===== config.mk =====
export PLATFORM = sky130hd
export DESIGN_NAME = vga_rom_scanner
export DESIGN_NICKNAME = d
export VERILOG_FILES = /design/src/rtl/vga_rom_scanner.sv
export SDC_FILE = /design/constraint.sdc
export NUM_CORES = 1
export LEC_CHECK = 0
export CAP_MARGIN = 20
export CORE_AREA = 2 2 76 78
export DETAILED_ROUTE_END_ITERATION = 8
export DIE_AREA = 0 0 78 80
export GPL_TIMING_DRIVEN = 1
export PLACE_DENSITY = 0.78
export RECOVER_POWER = 50
export SYNTH_ARGS = -nofsm -noshare
export SYNTH_HDL_FRONTEND = slang
export SYNTH_SLANG_ARGS = --single-unit

===== constraint.sdc =====
create_clock -name clka -period 2.25 [get_ports clka]
set_input_delay 0.225 -clock clka [delete_from_list [all_inputs] [get_ports clka]]
set_output_delay 0.225 -clock clka [all_outputs]
set_load 0.01 [all_outputs]

===== src/rtl/vga_rom_scanner.sv =====
// 640x480@60 VGA scan generator reading a 256x240 RGB444 image RAM, shown x2 and centred.
// Define SCROLL_EN to enable the frame-latched horizontal scroll taken from scroll_x.
module vga_rom_scanner #(
   parameter int          CLK_DIV  = 4,
   parameter int          H_ACTIVE = 640,
   parameter int          H_FP     = 16,
   parameter int          H_SYNC   = 96,
   parameter int          H_BP     = 48,
   parameter int          V_ACTIVE = 480,
   parameter int          V_FP     = 10,
   parameter int          V_SYNC   = 2,
   parameter int          V_BP     = 33,
   parameter int          X_OFFSET = 64,
   parameter logic [11:0] BG_COLOR = 12'h000
) (
   input  logic        clka,
   input  logic        rsta,
   input  logic [7:0]  scroll_x,
   output logic [15:0] rom_addr,
   input  logic [11:0] rom_data,
   output logic [3:0]  vga_r,
   output logic [3:0]  vga_g,
   output logic [3:0]  vga_b,
   output logic        vga_hs,
   output logic        vga_vs,
   output logic        vga_de,
   output logic        frame_start
);

   localparam int H_TOTAL = H_ACTIVE + H_FP + H_SYNC + H_BP;
   localparam int V_TOTAL = V_ACTIVE + V_FP + V_SYNC + V_BP;
   localparam int DW      = (CLK_DIV > 1) ? $clog2(CLK_DIV) : 1;
   localparam int HW      = $clog2(H_TOTAL);
   localparam int VW      = $clog2(V_TOTAL);

   localparam logic [DW-1:0] DIV_LAST  = DW'(CLK_DIV - 1);
   localparam logic [HW-1:0] H_LAST    = HW'(H_TOTAL - 1);
   localparam logic [HW-1:0] H_ACT     = HW'(H_ACTIVE);
   localparam logic [HW-1:0] HS_BEGIN  = HW'(H_ACTIVE + H_FP);
   localparam logic [HW-1:0] HS_END    = HW'(H_ACTIVE + H_FP + H_SYNC);
   localparam logic [HW-1:0] WIN_BEGIN = HW'(X_OFFSET);
   localparam logic [HW-1:0] WIN_END   = HW'(X_OFFSET + 512);
   localparam logic [VW-1:0] V_LAST    = VW'(V_TOTAL - 1);
   localparam logic [VW-1:0] V_ACT     = VW'(V_ACTIVE);
   localparam logic [VW-1:0] VS_BEGIN  = VW'(V_ACTIVE + V_FP);
   localparam logic [VW-1:0] VS_END    = VW'(V_ACTIVE + V_FP + V_SYNC);

   logic [DW-1:0] div_q, div_d;
   logic [HW-1:0] hCnt_q, hCnt_d;
   logic [VW-1:0] vCnt_q, vCnt_d;
   logic [15:0]   romAddr_q, romAddr_d;
   logic          winDly_q, winDly_d;
   logic          actDly_q, actDly_d;
   logic          hsDly_q, hsDly_d;
   logic          vsDly_q, vsDly_d;
   logic [11:0]   rgb_q, rgb_d;
   logic          de_q, de_d;
   logic          hs_q, hs_d;
   logic          vs_q, vs_d;
   logic          frameStart_q, frameStart_d;

   logic          pixTick;
   logic          hWrap;
   logic          vWrap;
   logic          win;
   logic [HW-1:0] hRel;
   logic [7:0]    xImg;
   logic [7:0]    yImg;
   logic [7:0]    scrollEff;

`ifdef SCROLL_EN
   // Scroll is sampled once per frame so a mid-frame change never tears the picture.
   logic [7:0] scrollEff_q;

   always_ff @(posedge clka) begin
      if (rsta) begin
         scrollEff_q <= 8'h00;
      end else if (frameStart_q) begin
         scrollEff_q <= scroll_x;
      end
   end

   assign scrollEff = scrollEff_q;
`else
   logic unused_scroll;
   assign unused_scroll = ^scroll_x;
   assign scrollEff     = 8'h00;
`endif

   assign pixTick = (div_q == DIV_LAST);
   assign hWrap   = (hCnt_q == H_LAST);
   assign vWrap   = (vCnt_q == V_LAST);
   assign win     = (hCnt_q >= WIN_BEGIN) && (hCnt_q < WIN_END) && (vCnt_q < V_ACT);
   assign hRel    = hCnt_q - WIN_BEGIN;
   assign xImg    = 8'(hRel >> 1) + scrollEff;
   assign yImg    = 8'(vCnt_q >> 1);

   // Stage 1 issues the RAM address; stage 2 consumes rom_data a full pixel later.
   always_comb begin
      div_d        = pixTick ? '0 : div_q + DW'(1);
      hCnt_d       = hCnt_q;
      vCnt_d       = vCnt_q;
      romAddr_d    = romAddr_q;
      winDly_d     = winDly_q;
      actDly_d     = actDly_q;
      hsDly_d      = hsDly_q;
      vsDly_d      = vsDly_q;
      rgb_d        = rgb_q;
      de_d         = de_q;
      hs_d         = hs_q;
      vs_d         = vs_q;
      frameStart_d = 1'b0;
      if (pixTick) begin
         hCnt_d = hWrap ? '0 : hCnt_q + HW'(1);
         if (hWrap) begin
            vCnt_d = vWrap ? '0 : vCnt_q + VW'(1);
         end
         if (win) begin
            romAddr_d = {yImg, xImg};
         end
         winDly_d     = win;
         actDly_d     = (hCnt_q < H_ACT) && (vCnt_q < V_ACT);
         hsDly_d      = !((hCnt_q >= HS_BEGIN) && (hCnt_q < HS_END));
         vsDly_d      = !((vCnt_q >= VS_BEGIN) && (vCnt_q < VS_END));
         rgb_d        = winDly_q ? rom_data : (actDly_q ? BG_COLOR : 12'h000);
         de_d         = actDly_q;
         hs_d         = hsDly_q;
         vs_d         = vsDly_q;
         frameStart_d = hWrap && vWrap;
      end
   end

   always_ff @(posedge clka) begin
      if (rsta) begin
         div_q        <= '0;
         hCnt_q       <= '0;
         vCnt_q       <= '0;
         romAddr_q    <= 16'h0000;
         winDly_q     <= 1'b0;
         actDly_q     <= 1'b0;
         hsDly_q      <= 1'b1;
         vsDly_q      <= 1'b1;
         rgb_q        <= 12'h000;
         de_q         <= 1'b0;
         hs_q         <= 1'b1;
         vs_q         <= 1'b1;
         frameStart_q <= 1'b0;
      end else begin
         div_q        <= div_d;
         hCnt_q       <= hCnt_d;
         vCnt_q       <= vCnt_d;
         romAddr_q    <= romAddr_d;
         winDly_q     <= winDly_d;
         actDly_q     <= actDly_d;
         hsDly_q      <= hsDly_d;
         vsDly_q      <= vsDly_d;
         rgb_q        <= rgb_d;
         de_q         <= de_d;
         hs_q         <= hs_d;
         vs_q         <= vs_d;
         frameStart_q <= frameStart_d;
      end
   end

   assign rom_addr    = romAddr_q;
   assign vga_r       = rgb_q[11:8];
   assign vga_g       = rgb_q[7:4];
   assign vga_b       = rgb_q[3:0];
   assign vga_hs      = hs_q;
   assign vga_vs      = vs_q;
   assign vga_de      = de_q;
   assign frame_start = frameStart_q;

endmodule


==> results of run 1 <==
-- stage by stage --
stage / hold WS (ns) / setup WS [ns] / total power (W)
after floorplan: 0.364 / 0.300 / 0.00112
after global placement: 0.413 / -0.0101 / 0.00116
after detailed placement: 0.421 / -0.0718 / 0.00116
after CTS: 0.328 / 0.223 / 0.00222
after global routing: 0.365 / 0.0722 / 0.00228
final: 0.343 / 0.164 / 0.00220
-- cells by family (layout without fill, tap and decap cells) --
kind of cell	Yosys count	in the layout	share of synthesized area [%]
buf+inv	28	96	4.29
xor+xnor	13	13	4.20
simple gates	129	129	28.3
compound gates	38	38	9.46
flops	58	58	42.8
mux	18	18	6.74
fa+ha+maj	9	9	4.15
-- flip-flops by register name, summed over array words and instances, names as in the netlist --
| name | flops |
|---|---|
| vga_hs | 1 |
| hsDly_q | 1 |
| vCnt_q | 10 |
| rgb_q | 12 |
| div_q | 2 |
| vga_vs | 1 |
| hCnt_q | 10 |
| rom_addr | 16 |
| vga_de | 1 |
| actDly_q | 1 |
| winDly_q | 1 |
| vsDly_q | 1 |
| frame_start | 1 |
-- cell usage in the layout (no fill, tap or decap), types with 8 or more instances in the layout --
master,n
dfxtp_1,58
dlygate4sd3_1,32
nand2b_1,29
nor2_1,27
buf_4,24
a21oi_1,19
nor2b_1,18
mux2i_1,16
clkdlybuf4s50_1,12
nand3_1,10
clkbuf_8,10
nor3_1,9
xnor2_1,9
ha_1,9
inv_1,8
-- metal layers --
| layer | vias to the layer above | wire length, microns | part of all wire (%) |
|---|---|---|---|
| met5 | - | 0 | 0 |
| met4 | 0 | 71 | 1.2 |
| met3 | 9 | 404 | 7.0 |
| met2 | 69 | 2630 | 45 |
| met1 | 1023 | 2690 | 46 |
| li1 | 1129 | - | - |
-- path summary, 6_finish.rpt --
check / startpoint / end / slack, ns / cells after the start
setup / recovery: hCnt_q[7]$_SDFFE_PP0P_ / vCnt_q[8]$_SDFFE_PP0P_ / 0.16 / 8
hold / removal: rsta / hCnt_q[4]$_SDFFE_PP0P_ / 0.34 / 2
setup reg to reg: hCnt_q[7]$_SDFFE_PP0P_ / vCnt_q[8]$_SDFFE_PP0P_ / 0.16 / 8
hold reg to reg: div_q[0]$_SDFF_PP0_ / div_q[0]$_SDFF_PP0_ / 0.43 / 1
-- report_power, final --
group          switching [W]  internal, W
Combinational      0.0000455    0.0000493
Clock               0.000414     0.000650
Sequential        0.00000437      0.00104
Total               0.000464      0.00174
-- repair_timing --
item | in CTS | in global routing
gates resized for setup | 0 | 0
buffers inserted | 4 | 0
setup endpoints to repair | 2 | 0
-- layout make-up --
| type | instances | area, sq um |
|---|---|---|
| clock inverters | 5 | 77.6 |
| clock buffers | 11 | 141 |
| well taps | 72 | 90.1 |
| multi-input cells | 207 | 1430 |
| fillers | 464 | 1820 |
| inverters | 8 | 30.0 |
| repair buffers | 72 | 653 |
| flip-flops and latches | 58 | 1160 |
==> flow_summary.yaml, run 1 <==
clock_tree:
  cts.sink_count: 58
  cts.path.max_buffers: 2
  ctsHoldBuffers: 0
  clock_latency_ns: 0.34
  cts_tree: "built"
  cts_buffers: 9
  cts_root_buffer: "clkbuf_8"
  htreeDepth: 3
  clk_pin_slew_ns: 0.07
placed_design:
  hpwl_microns: 3950
  place_area_sq_mm: 0.00333
  portBuffers: 45
  placed_cells: 413
  gp_congestion: 0.893
finish:
  diodes: 0
  fin_cells: 433
  area_growth_pct: 32.3
  fin_nets: 387
  design_area_sq_mm: 0.00359
  drive_gt1_share_pct: 15.2
  final_core_util_pct: 66.4
critical_path:
  arrival_ns: 2.30
  path_cells: "inv_1 -> ha_1 -> buf_4 -> nand2_2 -> or3_1 -> clkbuf_1 -> o41ai_1 -> a21oi_1"
  critPathLaunchType: "flip-flop"
  critPathTopFamily: "simple AND/OR/NAND/NOR gates"
  critPathBufInv: 3
  required_ns: 2.47
  cpMaxStageDelayCell: "or3_1"
  max_stage_delay_ns: 0.42
  crit_fanout: 8
  endpoint_kind: "flip-flop"
  crit_type: "reg2reg"
synth:
  ys_top_cells_by_area: "dfxtp_1 43%, nand2b_1 6.7%, mux2i_1 5.9%"
  synth_top_cell_area_share_pct: 42.8
  synth_nets: 324
  synth_edf_count: 0
  yosysSeqAreaShare_pct: 42.8
  synthArstFlopShare_pct: 0
  yosysMostFrequentCell: "dfxtp_1"
  netlist_area_sq_mm: 0.00271
  synthDistinctLibCells: 52
  ys_ff_latch: 58
  synth_ff_type: "dfxtp_1"
  ys_warn_count: 0
  avgSynthCellArea_sq_um: 9.25
  yosys.area.top_type: "dfxtp_1"
  ys_top_cells_by_count: "58 x dfxtp_1, 29 x nand2b_1, 27 x nor2_1, 19 x a21oi_1, 18 x nor2b_1"
  synthCells: 293
global_routing:
  use_met2_pct: 31.2
  grt_pass1_vias: 2088
  grt.met3_usage_pct: 8.03
  grt_max_degree: 36
  track_usage_pct: 20.1
  busiest_layer: "met2"
  antenna_found_initial: 0
  grt_pass1_wl_microns: 9760
  overflow: 0
  met1_usage_pct: 25.4
detailed_routing:
  detail_route.vias_per_cell: 5.15
  first_pass_iters: 5
  drt_iter0_markers: 167
  drtAntennaViolNets: 0
  wl_microns: 5800
  drcViolationCount: 0
  wl_per_cell_microns: 13.4
  dr_total_vias: 2230
power_and_ir_drop:
  vdd_ir_drop_max_uv: 421
  pwr_density_cell_mw_per_mm2: 613
  leakage_nw: 1.42
floorplan:
  die_height_microns: 80
  fp.dieW_microns: 78
  placementRows: 27
  fp.dieArea_sq_mm: 0.00624
  coreArea_sq_mm: 0.00541
  io_pins: 54
  start_util_pct: 50.2
status:
  status: "finished, final reports clean"
job:
  drv_cap: 0
sta:
  period_share_pct: 92.7
  fin_crit_ns: 2.09
  worst_slew_pin_slew_ns: 0.637
  setup_tns_ns: 0
  skew_ns: 0.00988
  hold_viol_final: 0
  relSlewSlack_pct: 57.3
  rsz0062_at_grt: "no"
  finalMaxSlewViolations: 0
  fmax_mhz: 479
  setup_violations: 0
hold_path:
  hold_path.class: "in2reg"
No activity file was read; power rests on OpenSTA's default activity.
==> inputs of run 2 (changes only) <==
Settings changed: CAP_MARGIN 20 to 10, SETUP_SLACK_MARGIN from default to 0.02.
==> results of run 2 <==
Same layout as run 1: the final DEF is identical, and so are final timing and power.
